===== config.mk =====
export PLATFORM = sky130hd
export DESIGN_NAME = lif_stdp_neuron
export DESIGN_NICKNAME = d
export VERILOG_FILES = /design/src/rtl/lif_stdp_neuron.sv
export SDC_FILE = /design/constraint.sdc
export NUM_CORES = 1
export LEC_CHECK = 0
export BUFFER_PORTS_ARGS = -buffer_cell sky130_fd_sc_hd__buf_2
export CORE_UTILIZATION = 40
export DETAILED_ROUTE_END_ITERATION = 8
export GPL_TIMING_DRIVEN = 0
export HOLD_SLACK_MARGIN = 0.06
export SYNTH_ARGS = -nofsm -noshare
export SYNTH_HDL_FRONTEND = slang
export SYNTH_SLANG_ARGS = --single-unit

===== constraint.sdc =====
create_clock -name clk -period 8.34 [get_ports clk]
set_input_delay 1.668 -clock clk [delete_from_list [all_inputs] [get_ports clk]]
set_output_delay 1.668 -clock clk [all_outputs]
set_load 0.005 [all_outputs]

===== src/rtl/lif_stdp_neuron.sv =====
// Leaky integrate-and-fire neuron with refractory period, saturating arithmetic,
// trace-based STDP (LTP always, LTD when STDP_DEPRESS_EN is defined) and a host weight-write port.
module lif_stdp_neuron #(
  parameter int N_IN      = 4,
  parameter int W_WIDTH   = 8,
  parameter int V_WIDTH   = 12,
  parameter int V_THRESH  = 100,
  parameter int V_RESET   = 0,
  parameter int LEAK      = 2,
  parameter int REFRAC    = 3,
  parameter int T_WIDTH   = 4,
  parameter int TRACE_WIN = 5,
  parameter int ETA_P     = 1,
  parameter int ETA_D     = 1,
  parameter int W_INIT    = 10
) (
  input  logic                      clk,
  input  logic                      reset,
  input  logic [N_IN-1:0]           x,
  input  logic                      learn_en,
  input  logic                      wr_en,
  input  logic [3:0]                wr_idx,
  input  logic [W_WIDTH-1:0]        wr_data,
  output logic                      spike_out,
  output logic                      refractory,
  output logic [V_WIDTH-1:0]        v_mem,
  output logic [N_IN*W_WIDTH-1:0]   weights
);

  // Accumulator is wide enough for v_mem plus 16 full-scale weights, so it never wraps.
  localparam int S_WIDTH = V_WIDTH + W_WIDTH + 5;
  localparam int C_WIDTH = (REFRAC > 0) ? $clog2(REFRAC + 1) : 1;

  localparam logic [V_WIDTH-1:0] V_MAX_L    = '1;
  localparam logic [V_WIDTH-1:0] LEAK_L     = V_WIDTH'(LEAK);
  localparam logic [V_WIDTH-1:0] THRESH_L   = V_WIDTH'(V_THRESH);
  localparam logic [V_WIDTH-1:0] V_RESET_L  = V_WIDTH'(V_RESET);
  localparam logic [W_WIDTH-1:0] W_MAX_L    = '1;
  localparam logic [W_WIDTH-1:0] W_INIT_L   = W_WIDTH'(W_INIT);
  localparam logic [T_WIDTH-1:0] TRACE_L    = T_WIDTH'(TRACE_WIN);

  logic [W_WIDTH-1:0] w_q    [N_IN];
  logic [W_WIDTH-1:0] w_next [N_IN];
  logic [T_WIDTH-1:0] pre_q  [N_IN];
  logic [T_WIDTH-1:0] post_q;
  logic [C_WIDTH-1:0] cnt_q;

  logic [S_WIDTH-1:0] sum;
  logic [V_WIDTH-1:0] sat_v;
  logic [V_WIDTH-1:0] n_v;
  logic               fire;
  logic [W_WIDTH:0]   ltp_w;

  // NOTE: every always_comb output gets a default first so no path can infer a latch.
  always_comb begin
    sum = S_WIDTH'(v_mem);
    for (int i = 0; i < N_IN; i++) begin
      if (x[i]) sum = sum + S_WIDTH'(w_q[i]);
    end
    sat_v = (sum > S_WIDTH'(V_MAX_L)) ? V_MAX_L : sum[V_WIDTH-1:0];
    n_v   = (sat_v > LEAK_L) ? sat_v - LEAK_L : '0;
    fire  = (cnt_q == '0) && (n_v >= THRESH_L);
  end

  always_comb begin
    ltp_w = '0;
    for (int i = 0; i < N_IN; i++) begin
      w_next[i] = w_q[i];
      ltp_w     = {1'b0, w_q[i]} + (W_WIDTH+1)'(ETA_P);
      if (learn_en && fire && (x[i] || pre_q[i] != '0)) begin
        w_next[i] = (ltp_w > {1'b0, W_MAX_L}) ? W_MAX_L : ltp_w[W_WIDTH-1:0];
      end
`ifdef STDP_DEPRESS_EN
      // Depression only outside fire cycles, so it never competes with LTP.
      if (learn_en && !fire && x[i] && post_q != '0) begin
        w_next[i] = (w_q[i] > W_WIDTH'(ETA_D)) ? w_q[i] - W_WIDTH'(ETA_D) : '0;
      end
`endif
      if (wr_en && wr_idx == 4'(i)) w_next[i] = wr_data;
    end
  end

  always_comb begin
    weights = '0;
    for (int i = 0; i < N_IN; i++) weights[i*W_WIDTH +: W_WIDTH] = w_q[i];
  end

  // NOTE: sequential state uses non-blocking assignments so all registers see pre-edge values.
  always_ff @(posedge clk) begin
    if (!reset) begin
      v_mem      <= V_RESET_L;
      spike_out  <= 1'b0;
      refractory <= 1'b0;
      cnt_q      <= '0;
      post_q     <= '0;
      // NOTE: the weight/trace arrays are reset explicitly; a known W_INIT start is functional state.
      for (int i = 0; i < N_IN; i++) begin
        w_q[i]   <= W_INIT_L;
        pre_q[i] <= '0;
      end
    end else begin
      spike_out <= fire;
      if (cnt_q != '0) begin
        v_mem      <= V_RESET_L;
        cnt_q      <= cnt_q - C_WIDTH'(1);
        refractory <= (cnt_q != C_WIDTH'(1));
      end else if (fire) begin
        v_mem      <= V_RESET_L;
        cnt_q      <= C_WIDTH'(REFRAC);
        refractory <= (REFRAC != 0);
      end else begin
        v_mem      <= n_v;
        refractory <= 1'b0;
      end

      post_q <= fire ? TRACE_L : ((post_q != '0) ? post_q - T_WIDTH'(1) : '0);
      for (int i = 0; i < N_IN; i++) begin
        w_q[i]   <= w_next[i];
        pre_q[i] <= x[i] ? TRACE_L : ((pre_q[i] != '0) ? pre_q[i] - T_WIDTH'(1) : '0);
      end
    end
  end

endmodule

== Word-level counts from Yosys, hierarchy flattened ==
Memory sizes are Yosys's and may differ from the RTL's.
Index checks and enable logic that the tools add are counted.

* Bits in writable memories: 48
* Memories kept: 2
* Bits of input ports: 20
* Register bits: 16

{| class="wikitable"
|+ Memory list
! name !! depth !! width !! rd ports !! clocked after Yosys merged registers in !! wr ports !! RTL line !! RTL
|-
| w_q || 4 || 8 || 4 || 0 || 4 || 42 || <nowiki>logic [W_WIDTH-1:0] w_q [N_IN];</nowiki>
|-
| pre_q || 4 || 4 || 4 || 0 || 4 || 44 || <nowiki>logic [T_WIDTH-1:0] pre_q [N_IN];</nowiki>
|}

* Add/sub/neg operators: 14
* Multiplexer cells: 40
* $lt $le $gt $ge: 7
* Eq/ne operators: 4
* Reduce and logical (&&, ||, !) cells: 23
* Bitwise gates (word level): 9

{| class="wikitable"
|+ Operators with widths
! operator !! count
|-
| $mux 8 || 16
|-
| $add 25x8->25 || 3
|-
| $mux 25 || 3
|-
| $mux 4 || 12
|-
| $add 8x1->9 const B || 4
|-
| $gt 9x8->1 const B || 4
|-
| $gt 25x12->1 const B || 1
|-
| $mux 12 || 2
|-
| $reduce_bool 4->1 || 4
|-
| $sub 4x1->4 const B || 4
|-
| $add 12x8->13 || 1
|-
| $mux 13 || 1
|-
| $ge 12x7->1 const B || 1
|-
| $gt 12x2->1 const B || 1
|-
| $sub 12x2->12 const B || 1
|-
| $logic_and 1x1->1 || 10
|-
| $eq 4x2->1 const B || 2
|-
| $or 1x1->1 || 8
|-
| $eq 4x1->1 const B || 1
|-
| $logic_not 4->1 || 1
|-
| $logic_or 1x1->1 || 4
|-
| $mux 1 || 4
|-
| $mux 2 || 2
|-
| $reduce_bool 2->1 || 2
|-
| other kinds (5) || 5
|}

== Depth between registers and ports, before layout ==
Gate-level depths: netlist of the first run.
An unclocked memory read counts as a cell.

* Word-level depth: 20
* Gate-level depth with buffers: 41

== Least setup slack after synthesis of the first run ==
OpenSTA, ideal clock, no wires.

* Kind: in2reg
* From: input port x[0]
* To: memory w_q[2][3]
* Required time: 8.218 ns
* Arrival time: 8.848 ns
* Setup slack: -0.630 ns
* Library setup time: 0.122 ns
* Stages: 38
* Path through: buf_2 > buf_4 > mux2_2 > ha_1 > inv_1 > fa_1 > nand2b_1 > a211oi_2 > nand2b_1 > xor2_1 > a221o_1 > ha_1 > nor4b_1 > mux2i_1 > o2111ai_1 > or3_1 > clkbuf_1 > ha_1 > [... 2 more ...] > a31oi_1 > inv_1 > a21oi_1 > a311oi_1 > o22ai_1 > buf_2 > nor2_1 > ha_1 > o211ai_1 > o211ai_1 > mux2i_1 > a22o_1 > a2111oi_2 > and3_4 > buf_8 > nor3b_4 > mux2_2 > a221o_1

{| class="wikitable"
|+ RTL lines
! element !! RTL line !! RTL
|-
| start: declaration || 19 || <nowiki>input logic [N_IN-1:0] x,</nowiki>
|-
| end: declaration || 42 ||
|}

==> results of run 1 <==
registers in the layout (all words and copies together) (netlist names):
name        flops
spike_out       1
w_q            32
cnt_q           2
refractory      1
v_mem          12
pre_q          16
report_power, final:
group | internal, mW | switching, mW | total, mW
registers | 0.328 | 0.0384 | 0.367
clock network | 0.276 | 0.148 | 0.424
logic | 0.249 | 0.310 | 0.559
area by class of cell:
cell class                 instances  area, sq um  share of cell area (%)
multi-input combinational        693         5241                   65.03
sequential                        64         1281                   15.90
timing repair buffer              99        620.6                   7.699
tap                              216        270.3                   3.353
clock buffer                      12        256.5                   3.182
buffer                            27        168.9                   2.096
inverter                          41        156.4                   1.940
clock inverter                     3        65.06                  0.8072
through the flow:
stage	util, %	total power [mW]	instance area [sq um]	TNS [ns]
2_1_floorplan	-	0.7471	6626	-0.01937
3_3_place_gp	45.53	0.8641	7207	-46.70
3_5_place_dp	45.53	0.8680	7207	-50.98
4_1_cts	49.77	1.332	7878	0
5_1_grt	50.92	1.429	8060	-1.220
6_report	50.92	1.349	8060	0
layer usage:
layer  share of wire (%)  wire, um  vias to the layer above  track usage [%]
li1                    -         -                     3284                -
met1                  48     10030                     3108            33.48
met2                  45      9522                      147            41.02
met3                 4.1       868                       26            4.294
met4                 2.5       520                        0            10.66
met5                   0         0                        -                0
layout by cell type (no fill, tap or decap), types with 22 or more instances in the layout:
cell,synthesis,layout
nor2_1,89,84
nand2_1,66,65
a21oi_1,42,39
buf_2,9,68
inv_1,37,35
dfxtp_1,64,64
o21ai_0,42,38
nand3_1,24,24
xnor2_1,22,22
ha_1,49,41
buf_4,1,36
nor3_1,32,29
kinds of logic after synthesis:
group	share of synthesized area, %
simple gates	27.66
compound gates	25.59
buf+inv	4.935
flops	19.82
fa+ha+maj	10.88
xor+xnor	6.038
mux	5.032
other cells	0.05801
critical path: cells and delay by family:
family / cells / cell delay, ns
buffers and inverters: 5 / 0.53
XOR/XNOR: 2 / 0.22
multiplexers: 3 / 0.68
AO/OA/AOI/OAI: 16 / 3.06
adder cells (fa/ha/maj): 4 / 1.14
AND/OR/NAND/NOR: 8 / 1.11
repair_timing:
| item | CTS | global route |
|---|---|---|
| gates cloned | 1 | 1 |
| setup endpoints to repair | 43 | 42 |
| setup buffers | 28 | 7 |
| gates resized for setup | 26 | 29 |
| pin swaps | 23 | 20 |
how the worst min path moves through the flow:
stage	start	endpoint	slack (ns)	depth (start not counted)
global route	cnt_q[0]	cnt_q[0]	0.50	2
global placement	cnt_q[0]	cnt_q[0]	0.46	2
floorplan	cnt_q[0]	cnt_q[0]	0.45	2
CTS	cnt_q[0]	cnt_q[0]	0.48	2
finish	cnt_q[0]	cnt_q[0]	0.47	2
detailed placement	cnt_q[0]	cnt_q[0]	0.47	2
==> results.cfg, run 1 <==
[sta]
finalCritPeriodShare_pct = 98.28
rsz0062_at_grt = true
fin_crit_ns = 8.197
worst_slack_ns = 0.1431
slew_viol_final = 0
fmax_mhz = 122.0
holdWs_ns = 0.4749
max_slew_margin_pct = 37.40
worstMarginPinSlew_ns = 0.9390
setup-violations-final = 0
finalHoldViolCount = 0
skew_ns = 0.009774

[placed_design]
dp_hpwl_mm = 15.58
gp_congestion = 0.8718
pre_cts_ws_ns = -1.463
portBuffers = 62
dpl.cell_count = 1105

[logic_synthesis]
ys_warn_count = 0
syn_area_sq_um = 6465
synthTopCellsByArea = dfxtp_1 (20%), ha_1 (9.5%), nor2_1 (5.2%)
ys.flop_type = dfxtp_1
ys_seq_area_share_pct = 19.82
synth_commonest_cells = nor2_1 (89), nand2_1 (66), dfxtp_1 (64), ha_1 (49)
async_reset_ff_share_pct = 0
syn_avg_cell_area_sq_um = 7.855
synth.most_common_cell = nor2_1
synth_edf_count = 0
synth.distinct_cells = 98
synth_top_area_cell = dfxtp_1
netlist_instances = 823
synth_top_area_share_pct = 19.82
synth_seq_cells = 64

[worst_setup_path]
rr_endpoint = w_q[2][1]
endpoint = w_q[2][1]
crit_top_cell = ha_4
r2r-start = w_q[0][0]
crit_path_top_delay_cell = a221o_1
max_stage_delay_ns = 0.38
arrival_ns = 8.43
required_ns = 8.57
crit_path_start = x[0]
worstSetupStartpointType = input pin
path_class = in2reg
reg2reg_setup_slack_ns = 0.31
reg2reg_depth = 36
endpoint_kind = register
crit_fanout = 6

[floorplan]
die_x_um = 129.1
die_y_um = 129.1
die_area_sq_um = 16670
ios = 66
core_area_sq_um = 15830
num_rows = 46
initial_core_util_pct = 40.85

[grt]
grt_start_max_net_pins = 13
gr-total-overflow = 0
track_usage_pct = 25.43
grt_antenna_before_repair = 0
grt_pass1_wl_mm = 32.22
grt_pass1_vias = 6109

[route]
routedWlPerCell_um = 18.13
drtAntennaViolNets = 0
first_pass_iters = 7
drt-total-wl_mm = 20.94
num_vias = 6565
drc = 1
via_per_inst = 5.684
drt_iter0_drc = 410

[power_and_ir_drop]
p_leak_nw = 3.380
peakVddDrop_uv = 111.1
power_density_nw_per_um2 = 167.4

[clock_network]
cts_sinks = 64
cts_tree = done
cts_root_buffer = clkbuf_16
numCtsBuffers = 9
clk_pin_slew_worst_paths_ns = 0.06
clock_path_buffers = 2
clock_latency_ns = 0.35
postCtsHoldBufs = 0
h-tree-depth = 3

[worst_hold_path]
hp-class = reg2reg

[layout]
fin_cells = 1155
areaGrowthSynthToFinish_pct = 24.68
layout.nets = 1008
drive_gt1_share_pct = 24.60
diodes = 0
fill_cells = 1554

[run_status]
violations = DRC
status = finished with violations

[job]
maxCapViolations = 0
Power figures use the tool's default switching activity.
==> inputs of run 2 (changes only) <==
==> constraint.sdc (replaced) <==
create_clock -name clk -period 8.34 [get_ports clk]
set_input_delay 0.834 -clock clk [delete_from_list [all_inputs] [get_ports clk]]
set_output_delay 0.834 -clock clk [all_outputs]
set_load 0.005 [all_outputs]
==> results.cfg, run 2 (same netlist as run 1, synthesis figures left out) <==
[worst_hold_path]
hold_depth = 2
hold_end = cnt_q[0]
holdCritStartpoint = cnt_q[0]
hp-class = reg2reg

[clock_network]
h-tree-depth = 3
cts_tree = done
postCtsHoldBufs = 0
numCtsBuffers = 9
clk_pin_slew_worst_paths_ns = 0.06
cts_root_buffer = clkbuf_16
clock_path_buffers = 2
cts_sinks = 64
clock_latency_ns = 0.35

[route]
drt_iter0_drc = 413
via_per_inst = 5.782
drtAntennaViolNets = 0
drt-total-wl_mm = 20.48
num_vias = 6620
drc = 0
routedWlPerCell_um = 17.89
first_pass_iters = 5

[worst_setup_path]
crit_fanout = 10
cp_num_buf_inv = 7
max_stage_delay_ns = 0.41
crit_top_cell = ha_4
crit_path_top_delay_cell = a221o_1
endpoint_kind = register
required_ns = 8.57
rr_endpoint = w_q[2][3]
reg2reg_setup_slack_ns = 0.34
arrival_ns = 8.27
cp_top_family = compound AO/OA/AOI/OAI gates
reg2reg_depth = 39
path_class = in2reg
r2r-start = w_q[0][0]
worstSetupStartpointType = input pin

[sta]
worstMarginPinSlew_ns = 0.8311
finalCritPeriodShare_pct = 96.40
fin_crit_ns = 8.040
fmax_mhz = 124.4
skew_ns = 0.01123
max_slew_margin_pct = 44.59
finalHoldViolCount = 0
setup-violations-final = 0
slew_viol_final = 0
tns_ns = 0

[power_and_ir_drop]
power.total_mw = 1.312
power_density_nw_per_um2 = 166.3
peakVddDrop_uv = 112.9
p_leak_nw = 3.267

[layout]
areaGrowthSynthToFinish_pct = 22.02
top_regs = w_q (32), pre_q (16), v_mem (12)
top_register = w_q
diodes = 0
layout_commonest_cell = nor2_1
most-common-layout-cells = nor2_1 (85), buf_2 (70), nand2_1 (66), dfxtp_1 (57), o21ai_0 (41)
fill_cells = 1569
largest_register_ffs = 32
drive_gt1_share_pct = 24.43
layout.nets = 997

[job]
maxCapViolations = 0

[grt]
grt_pass1_wl_mm = 31.62
grt_antenna_before_repair = 0
track_usage_pct = 24.73
grt_pass1_vias = 5834
grt_start_max_net_pins = 13
gr-total-overflow = 0

[floorplan]
die_area_sq_um = 16670
die_x_um = 129.1
die_y_um = 129.1
num_rows = 46
initial_core_util_pct = 40.85
core_area_sq_um = 15830
ios = 66

[placed_design]
gp_congestion = 0.8905
portBuffers = 62
dp_hpwl_mm = 15.34

[run_status]
status = finished clean
-- run 2: worst max-delay path by stage --
stage,start,endpoint,depth (start not counted)
floorplan,x[0],w_q[2][3],38
global placement,x[0],w_q[1][1],41
detailed placement,x[0],w_q[1][1],37
CTS,w_q[0][0],w_q[2][3],39
global route,x[0],w_q[2][3],39
finish,x[0],w_q[2][3],39
-- run 2: through the flow --
stage                     std cells  cell area [sq um]  utilization (%)  hold slack, ns  worst slack, ns
after CTS                      1123               7493            47.34          0.4887          0.02235
after global routing           1145               7889            49.84          0.5080         -0.05907
after floorplan                 827               6480                -          0.4492           0.2044
final                          1145               7889            49.84          0.4888           0.3002
after global placement         1105               7061            44.61          0.4657           -1.298
after detailed placement       1105               7061            44.61          0.4798           -1.270
-- run 2: timing repair --
| action | in CTS | in global routing |
|---|---|---|
| gates resized for setup | 20 | 51 |
| setup endpoints to repair | 43 | 42 |
| buffers inserted | 3 | 21 |
| pin swaps | 3 | 23 |
| gates cloned | 0 | 1 |
-- run 2: power by group --
group          switching (mW)  internal [mW]
Combinational           0.303          0.241
Sequential             0.0381          0.329
Clock                   0.161          0.241
-- run 2: tightest hold or removal path: cells and delay by family, from the launching register on --
kind	cells	cell delay, ns
and+or+nand+nor	1	0.06
AOI/OAI and AO/OA	1	0.05
DFF	1	0.33
-- run 2: cell type report --
cell class	instances	area (sq um)	area share [%]
multi-input cells	693	5189	65.77
flip-flops and latches	64	1295	16.42
repair buffers	87	495.5	6.281
well taps	216	270.3	3.426
clock buffers	10	239.0	3.029
plain buffers	28	178.9	2.268
inverters	41	153.9	1.951
clock inverters	6	67.56	0.8565
-- run 2: per-layer routing --
layer | global-route usage [%] | wire length, um | vias up
met3 | 2.560 | 949 | 29
met4 | 8.512 | 393 | 0
li1 | - | - | 3250
met1 | 34.32 | 9940 | 3160
met2 | 39.78 | 9200 | 181
met5 | 0 | 0 | -
